<file path="config.mk">
export PLATFORM = sky130hd
export DESIGN_NAME = mac_vector_unit
export DESIGN_NICKNAME = d
export VERILOG_FILES = /design/src/rtl/mac_vector_unit_pkg.sv /design/src/rtl/mac_adder_tree.sv /design/src/rtl/mac_vector_unit.sv
export SDC_FILE = /design/constraint.sdc
export NUM_CORES = 1
export LEC_CHECK = 0
export ABC_AREA = 1
export CORE_UTILIZATION = 45
export DETAILED_ROUTE_END_ITERATION = 12
export PLACE_DENSITY_LB_ADDON = 0.08
export SLEW_MARGIN = 20
export SYNTH_ARGS = -nofsm -noshare
export SYNTH_HDL_FRONTEND = slang
export SYNTH_SLANG_ARGS = --single-unit
</file>
<file path="constraint.sdc">
create_clock -name clk -period 5 [get_ports clk]
set_input_delay 0.5 -clock clk [delete_from_list [all_inputs] [get_ports clk]]
set_output_delay 0.5 -clock clk [all_outputs]
set_load 0.03 [all_outputs]
</file>
<file path="src/rtl/mac_vector_unit_pkg.sv">
// Shared types for the vector MAC: FSM state encoding used by the top level.
package mac_vector_unit_pkg;

  typedef enum logic [1:0] {
    ST_IDLE  = 2'd0,
    ST_ACCUM = 2'd1,
    ST_DRAIN = 2'd2,
    ST_OUT   = 2'd3
  } state_t;

endpackage

</file>
<file path="src/rtl/mac_adder_tree.sv">
// Combinational balanced adder tree: LANES signed terms reduced to one sum that grows
// by log2(LANES) bits, so the reduction can never overflow.
module mac_adder_tree #(
  parameter int LANES    = 4,
  parameter int IN_WIDTH = 16
) (
  input  logic [LANES*IN_WIDTH-1:0]                 terms,
  output logic signed [IN_WIDTH+$clog2(LANES)-1:0]  sum
);

  localparam int LEVELS = $clog2(LANES);
  localparam int SUM_W  = IN_WIDTH + LEVELS;

  for (genvar l = 0; l <= LEVELS; l++) begin : g_lvl
    logic signed [SUM_W-1:0] node [LANES >> l];
    if (l == 0) begin : g_leaf
      for (genvar i = 0; i < LANES; i++) begin : g_in
        assign node[i] = SUM_W'($signed(terms[i*IN_WIDTH +: IN_WIDTH]));
      end
    end else begin : g_add
      for (genvar i = 0; i < (LANES >> l); i++) begin : g_pair
        assign node[i] = g_lvl[l-1].node[2*i] + g_lvl[l-1].node[2*i+1];
      end
    end
  end

  assign sum = g_lvl[LEVELS].node[0];

endmodule

</file>
<file path="src/rtl/mac_vector_unit.sv">
// Vector MAC: LANES products per beat, S1 product register, adder tree, S2 accumulator,
// then bias / ReLU / shift / saturate into a held output with valid/ready handshakes.
module mac_vector_unit
  import mac_vector_unit_pkg::*;
#(
  parameter int LANES      = 4,
  parameter int DATA_WIDTH = 8,
  parameter int ACC_WIDTH  = 32,
  parameter int OUT_WIDTH  = 8,
  parameter int OUT_SHIFT  = 0,
  parameter int CNT_WIDTH  = 16
) (
  input  logic                          clk,
  input  logic                          reset_n,
  input  logic                          start,
  input  logic                          abort,
  input  logic [CNT_WIDTH-1:0]          vec_len,
  input  logic signed [ACC_WIDTH-1:0]   bias,
  input  logic                          relu_en,
  input  logic                          in_valid,
  output logic                          in_ready,
  input  logic [LANES*DATA_WIDTH-1:0]   weight_vec,
  input  logic [LANES*DATA_WIDTH-1:0]   input_vec,
  output logic                          out_valid,
  input  logic                          out_ready,
  output logic signed [OUT_WIDTH-1:0]   out_data,
  output logic signed [ACC_WIDTH-1:0]   acc_result,
  output logic                          sat_flag,
  output logic                          busy
);

  localparam int PROD_W = 2 * DATA_WIDTH;
  localparam int TREE_W = PROD_W + $clog2(LANES);
  localparam int SUM_W  = ACC_WIDTH + 1;
  localparam logic signed [SUM_W-1:0] OUT_MAX =
    {{(SUM_W-OUT_WIDTH+1){1'b0}}, {(OUT_WIDTH-1){1'b1}}};
  localparam logic signed [SUM_W-1:0] OUT_MIN = ~OUT_MAX;

  state_t                      state, state_next;
  logic [CNT_WIDTH-1:0]        beat_cnt, len_q;
  logic signed [ACC_WIDTH-1:0] bias_q, acc;
  logic                        relu_q;
  logic [LANES*PROD_W-1:0]     prod, s1_prod;
  logic                        s1_valid, drain_cnt;
  logic signed [TREE_W-1:0]    tree_sum;
  logic                        start_acc, beat, last_beat, drain_done, load_out;
  logic signed [SUM_W-1:0]     pp_sum, pp_relu, pp_shift;
  logic [OUT_WIDTH-1:0]        pp_out;
  logic                        pp_sat;

  assign in_ready  = (state == ST_ACCUM);
  assign out_valid = (state == ST_OUT);
  assign busy      = (state != ST_IDLE);

  // Abort wins over both start and an in-flight beat.
  assign start_acc  = (state == ST_IDLE) && start && !abort;
  assign beat       = in_valid && in_ready && !abort;
  assign last_beat  = beat && (beat_cnt == len_q - CNT_WIDTH'(1));
  // DRAIN counts its two cycles only once S1 is empty, so the last product is in acc.
  assign drain_done = (state == ST_DRAIN) && !s1_valid && drain_cnt;
  assign load_out   = drain_done && !abort;

  always_comb begin
    prod = '0;
    for (int i = 0; i < LANES; i++) begin
      prod[i*PROD_W +: PROD_W] = PROD_W'($signed(weight_vec[i*DATA_WIDTH +: DATA_WIDTH]))
                               * PROD_W'($signed(input_vec[i*DATA_WIDTH +: DATA_WIDTH]));
    end
  end

  mac_adder_tree #(
    .LANES    (LANES),
    .IN_WIDTH (PROD_W)
  ) u_tree (
    .terms (s1_prod),
    .sum   (tree_sum)
  );

  // NOTE: every variable gets a default before the case, so no path can infer a latch.
  always_comb begin
    state_next = state;
    unique case (state)
      ST_IDLE:  if (start_acc) state_next = (vec_len == '0) ? ST_DRAIN : ST_ACCUM;
      ST_ACCUM: if (last_beat) state_next = ST_DRAIN;
      ST_DRAIN: if (drain_done) state_next = ST_OUT;
      ST_OUT:   if (out_ready) state_next = ST_IDLE;
      default:  state_next = ST_IDLE;
    endcase
    if (abort && state != ST_IDLE) state_next = ST_IDLE;
  end

  // NOTE: sequential state uses non-blocking assignments so all registers update together.
  always_ff @(posedge clk or negedge reset_n) begin
    if (!reset_n) state <= ST_IDLE;
    else          state <= state_next;
  end

  always_comb begin
    pp_sum   = SUM_W'(acc) + SUM_W'(bias_q);
    pp_relu  = (relu_q && pp_sum[SUM_W-1]) ? '0 : pp_sum;
    pp_shift = pp_relu >>> OUT_SHIFT;
    pp_sat   = 1'b0;
    pp_out   = pp_shift[OUT_WIDTH-1:0];
    if (pp_shift > OUT_MAX) begin
      pp_out = OUT_MAX[OUT_WIDTH-1:0];
      pp_sat = 1'b1;
    end else if (pp_shift < OUT_MIN) begin
      pp_out = OUT_MIN[OUT_WIDTH-1:0];
      pp_sat = 1'b1;
    end
  end

  always_ff @(posedge clk or negedge reset_n) begin
    if (!reset_n) begin
      beat_cnt   <= '0;
      len_q      <= '0;
      bias_q     <= '0;
      relu_q     <= 1'b0;
      s1_prod    <= '0;
      s1_valid   <= 1'b0;
      drain_cnt  <= 1'b0;
      acc        <= '0;
      out_data   <= '0;
      acc_result <= '0;
      sat_flag   <= 1'b0;
    end else begin
      if (start_acc) begin
        len_q    <= vec_len;
        bias_q   <= bias;
        relu_q   <= relu_en;
        beat_cnt <= '0;
      end else if (beat) begin
        beat_cnt <= beat_cnt + CNT_WIDTH'(1);
      end

      s1_valid <= beat;
      if (beat) s1_prod <= prod;

      // Accumulation wraps modulo 2^ACC_WIDTH by design.
      if (start_acc)     acc <= '0;
      else if (s1_valid) acc <= acc + ACC_WIDTH'(tree_sum);

      drain_cnt <= (state == ST_DRAIN && !s1_valid && !abort) ? !drain_cnt : 1'b0;

      if (load_out) begin
        out_data   <= pp_out;
        acc_result <= acc;
        sat_flag   <= pp_sat;
      end else if (abort && state != ST_IDLE) begin
        sat_flag   <= 1'b0;
      end
    end
  end

endmodule

</file>
# Yosys cells after proc, flatten, opt, wreduce, memory -nomap -nowiden
# Cells that the tools add are included.
# Widths: inputs -> output; s select.
[word_totals]
regBits = 206
in_bits = 119
output_inout_bits = 44
word_cells = 73
[classes]
n_addsub = 7
mul = 4
magnitude_cmp = 2
n_eq_ne = 8
muxes = 19
n_reduce_logical = 21
[op_table]
columns = ["op", "n"]
rows = [
  ["$mul 8x8->16", 4],
  ["$mux 32", 2],
  ["$add 16x16->17", 2],
  ["$add 32x32->33", 1],
  ["$gt 33x8->1 const B", 1],
  ["$lt 33x8->1 const B", 1],
  ["$mux 33", 1],
  ["$add 32x18->32", 1],
  ["$mux 16", 2],
  ["$add 17x17->18", 1],
  ["$add 16x1->16 const B", 1],
  ["$eq 16x16->1", 1],
  ["$logic_not 16->1", 1],
  ["$mux 8", 2],
  ["$sub 16x1->16 const B", 1],
  ["$mux 2", 6],
  ["$logic_and 1x1->1", 11],
  ["$pmux 2 s4", 1],
  ["$reduce_bool 2->1", 4],
  ["$ne 3x1->1 const B", 2],
  ["$ne 3x2->1 const B", 2],
  ["$mux 1", 5],
  ["$eq 2x2->1 const B", 2],
  ["$reduce_and 4->1", 1],
  ["other kinds (3)", 5],
]

# Longest topological paths before layout
# Gate-level depths: netlist of run 1.
[depth]
ltp_word = 7
mapped_depth = 25

# Modules after synthesis
# Synthesis of run 1 repeated with hierarchy kept, for this count alone.
[hier_totals]
cells_unflattened = 3388
hier_area_um2 = 24782.5
[by_module_without_submodules]
columns = ["module", "instances", "cells_each", "area_per_inst_um2", "seq_area_each_um2"]
rows = [
  ["mac_vector_unit", 1, 3073, 22769.3, 5154.9],
  ["mac_adder_tree", 1, 315, 2013.2, 0.0],
]

# Worst setup path before layout of run 1
# Ideal clock, no wire load.
[synth_timing]
kind = "input port to flip-flop"
startpoint = "input weight_vec[0]"
endpoint = "register s1_prod[14]"
arrival_time_ns = 4.568
path_slack_ns = 0.298
cell_stages = 21
path_buffers = 1
cell_sequence = "clkbuf_1 -> or2_2 -> fa_1 -> fa_1 -> inv_1 -> fa_1 -> fa_1 -> ha_1 -> a21oi_1 -> nand2_1 -> nand2_1 -> nand2_1 -> a21oi_1 -> nor2_1 -> o21ai_0 -> nand2_1 -> nand2_1 -> nand2_1 -> a21oi_1 -> xor2_1 -> o21ai_0"
[synth_between]
elab_chain_len = 1
[synth_lines]
columns = ["item", "line_no", "rtl"]
rows = [
  ["from (decl)", "mac_vector_unit.sv:22", "input logic [LANES*DATA_WIDTH-1:0] weight_vec,"],
  ["$mul 8x8->16", "mac_vector_unit.sv:67", "* PROD_W'($signed(input_vec[i*DATA_WIDTH +: DATA_WIDTH]));"],
  ["to (signal assigned)", "mac_vector_unit.sv:137", "if (beat) s1_prod <= prod;"],
  ["to (decl)", "mac_vector_unit.sv:43", "logic [LANES*PROD_W-1:0] prod, s1_prod;"],
]
# Every way passes these cells.
# A chain may end at the register's enable or synchronous reset.

# Worst setup path in the final report of run 1
[layout_timing]
startpoint = "input input_vec[7]"
endpoint = "register s1_prod[15]"
[layout_between]
elab_chain_len = 1
[layout_lines]
columns = ["item", "line_no", "rtl"]
rows = [
  ["from (decl)", "mac_vector_unit.sv:23", "input logic [LANES*DATA_WIDTH-1:0] input_vec,"],
  ["$mul 8x8->16", "mac_vector_unit.sv:67", ""],
]
# Every way passes these cells.

==> impl_metrics.ini, run 1 <==
[detailed_routing]
routedWlPerCell_um = 14.7
vias = 19700
drt-total-wl_um = 59700
viasPerCell = 4.86
initialDrtViolationCount = 856
drcViolationCount = 0
detail-route-antenna-nets = 0
first_pass_iters = 5

[global_route]
grt-ovfl-total = 0
grt_pass1_wl_um = 102000
grt_use_total_pct = 22.6
antenna_found_initial = 0
grt_pass1_vias = 20472
grt_max_degree = 104

[clocking]
clk_latency_ps = 540
clkTransAtPathRegs_ps = 60
cts.sinks = 206
cts_root_buf = clkbuf_16
cts_tree = built
h-tree-depth = 1
cts_buffer_depth = 3
cts_inserted_buffers = 24
hold_buffers = 0

[setup_path]
start_kind = input port
required_ps = 5420
arrival_ps = 5100
crit_buf_inv = 4
crit_chain = clkdlybuf4s50_1 > inv_1 > buf_4 > or2_2 > fa_1 > inv_1 > fa_1 > fa_1 > fa_1 > ha_1 > nand2_1 > o21ai_0 > a21oi_1 > o21ai_0 > a21o_1 > a21oi_1 > or2_2 > nand3_1 > nand2_1
worstPathMaxFanout = 7
slowest_delay_ps = 540
end_kind = flop
cpMaxStageDelayCell = fa_1
cpLargestDelayFamily = adder cells
worstSetupPathType = input port to flop
cpMostUsedCell = fa_1

[outcome]
status = finished with violations
violations = hold timing

[floorplanning]
io_pins = 163
std_cell_rows = 84
core-area_mm2 = 0.0531
initial_utilization_pct = 45.9
dieArea_mm2 = 0.0551
die_w_um = 235
die_h_um = 235

[final_layout]
antenna_cells = 0
area_growth_pct = 15.9
nNetsFinal = 3967
nFillCells = 5040
drive_gt1_share_pct = 7.14

[synthesis]
ys_warn_count = 0
ys.flop_type = dfrtp_1
post-synth-top-count-cell = nand2_1
synth_seq_cells = 206
synthArstFlopShare_pct = 100
syn-cell-area_mm2 = 0.0244
synth.top_cell.area_share_pct = 25.7
syn-num-nets = 3743
yosysTopAreaCell = fa_1
syn_avg_cell_area_um2 = 7.80
netlist_top_cells_area = fa_1, dfrtp_1, nand2_1, inv_1, ha_1
seq_area_frac_synth_pct = 21.2
synth-edff-count = 0
synth_cell_types = 52
synthesis.instances = 3124
ys_top_cells_by_count = nand2_1, inv_1, fa_1, dfrtp_1, ha_1

[placement]
gp_congestion = 0.894
dp_hpwl_um = 50700
portBuffers = 162
dp_slack_ps = -297

[timing]
timing.final.crit_share_pct = 93.7
whs_ps = -24.6
layout_min_cycle_time_ps = 4680
fin_skew_ps = 15.4
fmax_mhz = 214
setup_viol_count_final = 0
worst_pin_slew_ps = 924
drv_slew = 0
timing.final.ws_setup_ps = 317
hold_viol = 16
relSlewSlack_pct = 38.4
rsz0062_at_grt = false

[flow_run]
drv_cap = 0

[hold_path]
hp-class = input port to asynchronous set/reset pin
[state kept, by name, indices dropped and copies added, names as in the netlist, 2 cells and up]
register	count
acc_result	32
beat_cnt	16
len_q	16
out_data	8
acc	32
bias_q	32
s1_prod	64
state	2
[timing repair]
item / 4_1_cts / 5_1_grt
setup buffers: 0 / 0
resized for setup: 0 / 2
setup endpoints to repair: 0 / 2
[logic make-up after synthesis]
family,after synthesis,share of synthesized area [%]
flip-flops,206,21.2
adder cells (fa/ha/maj),500,35.3
AO/OA/AOI/OAI,354,7.81
buffers and inverters,738,11.4
AND/OR/NAND/NOR,1226,20.7
XOR/XNOR,100,3.59
[stage by stage]
stage	setup TNS (ps)	utilization, %	hold slack [ps]	instance area, um^2	instances
after floorplan	0	-	204	24400	3124
after global placement	-590	51.8	414	27500	4010
after detailed placement	-1320	51.8	416	27500	4010
after CTS	0	53.2	7.20	28200	4051
after global routing	0	53.2	26.7	28200	4051
final	0	53.2	-24.6	28200	4051
[layout by cell type (no fill, tap or decap), types with 5 or more instances in the layout]
master | netlist | routed
nand2_1 | 890 | 890
inv_1 | 639 | 639
fa_1 | 313 | 313
dfrtp_1 | 206 | 206
ha_1 | 187 | 187
o21ai_0 | 163 | 163
clkdlybuf4s50_1 | 0 | 161
nor2_1 | 143 | 143
buf_4 | 0 | 134
a21oi_1 | 126 | 125
nand3_1 | 71 | 69
xor2_1 | 55 | 55
xnor2_1 | 45 | 45
or2_2 | 37 | 37
clkbuf_16 | 0 | 24
nand4_1 | 21 | 21
nor3_1 | 16 | 16
o22ai_1 | 13 | 13
nand3b_1 | 12 | 12
nand2_2 | 9 | 9
a21o_1 | 8 | 8
and2_1 | 7 | 7
o21bai_1 | 7 | 7
o21ai_1 | 7 | 7
a31oi_1 | 7 | 7
nor4_1 | 6 | 6
o21a_1 | 5 | 5
clkinv_2 | 0 | 5
clkbuf_8 | 0 | 5
[layer usage]
metal | part of all wire, % | up-vias | track usage (%)
li1 | - | 9909 | -
met1 | 47 | 9453 | 30.9
met2 | 48 | 276 | 39.0
met3 | 3.0 | 62 | 1.82
met4 | 1.9 | 0 | 4.92
met5 | 0 | - | 0
[cell type report]
| cell class | count | area (um^2) | area share (%) |
|---|---|---|---|
| clock buffers | 30 | 663 | 2.35 |
| multi-input cells | 2180 | 16500 | 58.2 |
| inverters | 640 | 2400 | 8.50 |
| well taps | 688 | 861 | 3.05 |
| clock inverters | 11 | 82.6 | 0.292 |
| flip-flops and latches | 206 | 5150 | 18.2 |
| repair buffers | 296 | 2630 | 9.31 |
[worst paths after layout]
path,startpoint,to,slack [ps],depth (start not counted)
setup / recovery,input_vec[7],s1_prod[15],320,19
hold / removal,reset_n,len_q[15],-20,1
setup reg to reg,acc[1],acc[25],600,22
min in group clk,drain_cnt,drain_cnt,420,1
max in group asynchronous,reset_n,acc_result[27],3860,2
hold reg to reg,drain_cnt,drain_cnt,420,1
Power of run 1 is not shown: default switching activity piles up to over one toggle a cycle in this logic, so the estimate is an artifact.
==> inputs of run 2 (changes only) <==
- CORE_ASPECT_RATIO: not set -> 1.1
==> impl_metrics.ini, run 2 (synthesis results as in run 1) <==
[outcome]
status = finished clean

[setup_path]
worstSetupPathType = input port to flop
worstPathMaxFanout = 3
cpMostUsedCell = nand2_1
cpMaxStageDelayCell = fa_1
arrival_ps = 5060
slowest_delay_ps = 550
timing.rr.start = acc[1]
start_kind = input port
crit_chain = clkdlybuf4s50_1 > inv_1 > or2_2 > fa_1 > fa_1 > inv_1 > fa_1 > fa_1 > ha_1 > a21oi_1 > nand2_1 > nand2_1 > nand2_1 > a21oi_1 > nor2_1 > o21ai_1 > nand2_1 > nand2_1 > nand2_1 > a21oi_1 > xor2_1 > o21ai_0
cp-startpoint = input_vec[7]
required_ps = 5390
end_kind = flop

[clocking]
post_cts_buffers = 0
clk_latency_ps = 550
hold_buffers = 0
cts_tree = built
h-tree-depth = 1
cts_buffer_depth = 3
cts_inserted_buffers = 24
clkTransAtPathRegs_ps = 60
cts.sinks = 206
cts_root_buf = clkbuf_16

[floorplanning]
io_pins = 163
dieArea_mm2 = 0.0551
std_cell_rows = 89
die_w_um = 224
initial_utilization_pct = 45.5
core-area_mm2 = 0.0536
die_h_um = 246

[timing]
rsz0062_at_grt = false
timing.final.crit_share_pct = 93.4
timing.final.ws_setup_ps = 331
drv_slew = 0
fmax_mhz = 214
layout_min_cycle_time_ps = 4670
fin_skew_ps = 31.2
worst_pin_slew_ps = 990
relSlewSlack_pct = 33.9
hold_viol = 0
setup_viol_count_final = 0

[final_layout]
layout_commonest_cell = nand2_1
most-common-layout-cells = nand2_1, inv_1, fa_1, dfrtp_1, ha_1
regMostFlops = s1_prod
nFillCells = 5175
nNetsFinal = 3975
antenna_cells = 0
fin_cells = 4102
fin_area_mm2 = 0.0285
drive_gt1_share_pct = 7.44
area_growth_pct = 16.8
largest_reg_flops = 64

[hold_path]
hp-class = input port to asynchronous set/reset pin

[detailed_routing]
initialDrtViolationCount = 1014
routedWlPerCell_um = 14.6
viasPerCell = 4.83
first_pass_iters = 8
drcViolationCount = 0
drt-total-wl_um = 60100
detail-route-antenna-nets = 0
vias = 19812

[global_route]
grt_use_total_pct = 22.8
grt_pass1_vias = 20631
grt_max_degree = 111
grt-ovfl-total = 0
antenna_found_initial = 0
grt_pass1_wl_um = 102000

[placement]
portBuffers = 162
dp.cells = 4058
dpl_cell_area_mm2 = 0.0276
dp_slack_ps = -293
gp_congestion = 0.921
dp_hpwl_um = 50900

[flow_run]
drv_cap = 0
-- run 2: changes by cell type in the layout (fill, tap and decap cells not counted), sizes merged --
cell / change
buf: +8
clkinv: -1
bufinv: +2
inv: -1
clkbuf: +3
-- run 2: routing by layer --
layer | wire length, um | global-route usage [%] | vias up
met5 | 0 | 0 | -
met4 | 1180 | 5.14 | 0
met3 | 1850 | 1.48 | 73
met2 | 29700 | 40.7 | 292
met1 | 27400 | 30.1 | 9502
li1 | - | - | 9945
-- run 2: stage by stage --
step           hold WS (ps)  setup TNS (ps)  utilization, %
2_1_floorplan           204               0               -
3_3_place_gp            412            -616            51.6
3_5_place_dp            419           -1060            51.6
4_1_cts                62.6               0            53.2
5_1_grt                99.7               0            53.2
6_report               31.7               0            53.2
-- run 2: cell type report --
class	instances	area, um^2	share of cell area [%]
sequential	206	5150	18.1
multi-input combinational	2180	16400	57.8
clock buffer	33	726	2.55
timing repair buffer	304	2700	9.50
tap	728	911	3.20
inverter	640	2400	8.44
clock inverter	11	125	0.439
-- run 2: path summary, 6_finish.rpt --
check | to | slack [ps] | depth (start not counted)
max | s1_prod[14] | 330 | 22
min | len_q[14] | 30 | 1
max reg2reg | acc[25] | 520 | 22
min reg2reg | drain_cnt | 430 | 1
max in group asynchronous | bias_q[31] | 3890 | 2
min in group clk | drain_cnt | 430 | 1
-- run 2: repair_timing --
action                                  in CTS  in global routing
hold endpoints to repair                     0                  0
gates resized for setup                      0                  1
endpoints found under the setup margin       0                  1
-- run 2: critical path, delay by kind of cell --
family,cells,cell delay (ps)
adder cells (fa/ha/maj),5,2390
AND/OR/NAND/NOR,8,740
XOR/XNOR,1,160
AO/OA/AOI/OAI,5,650
buffers and inverters,3,610
Power of run 2 is left out for the same reason.
==> inputs of run 3 (changes only) <==
--- a/config.mk
+++ b/config.mk
@@ -11,5 +11,4 @@
 export DETAILED_ROUTE_END_ITERATION = 12
 export PLACE_DENSITY_LB_ADDON = 0.08
-export SLEW_MARGIN = 20
 export SYNTH_ARGS = -nofsm -noshare
 export SYNTH_HDL_FRONTEND = slang
==> constraint.sdc (replaced) <==
create_clock -name clk -period 5 [get_ports clk]
set_input_delay 0.5 -clock clk [delete_from_list [all_inputs] [get_ports clk]]
set_output_delay 0.5 -clock clk [all_outputs]
set_load 0.005 [all_outputs]
==> results of run 3 <==
Same layout as run 2 (identical final DEF). Status: finished clean.
Note: power is estimated with default switching activity, not from simulation.
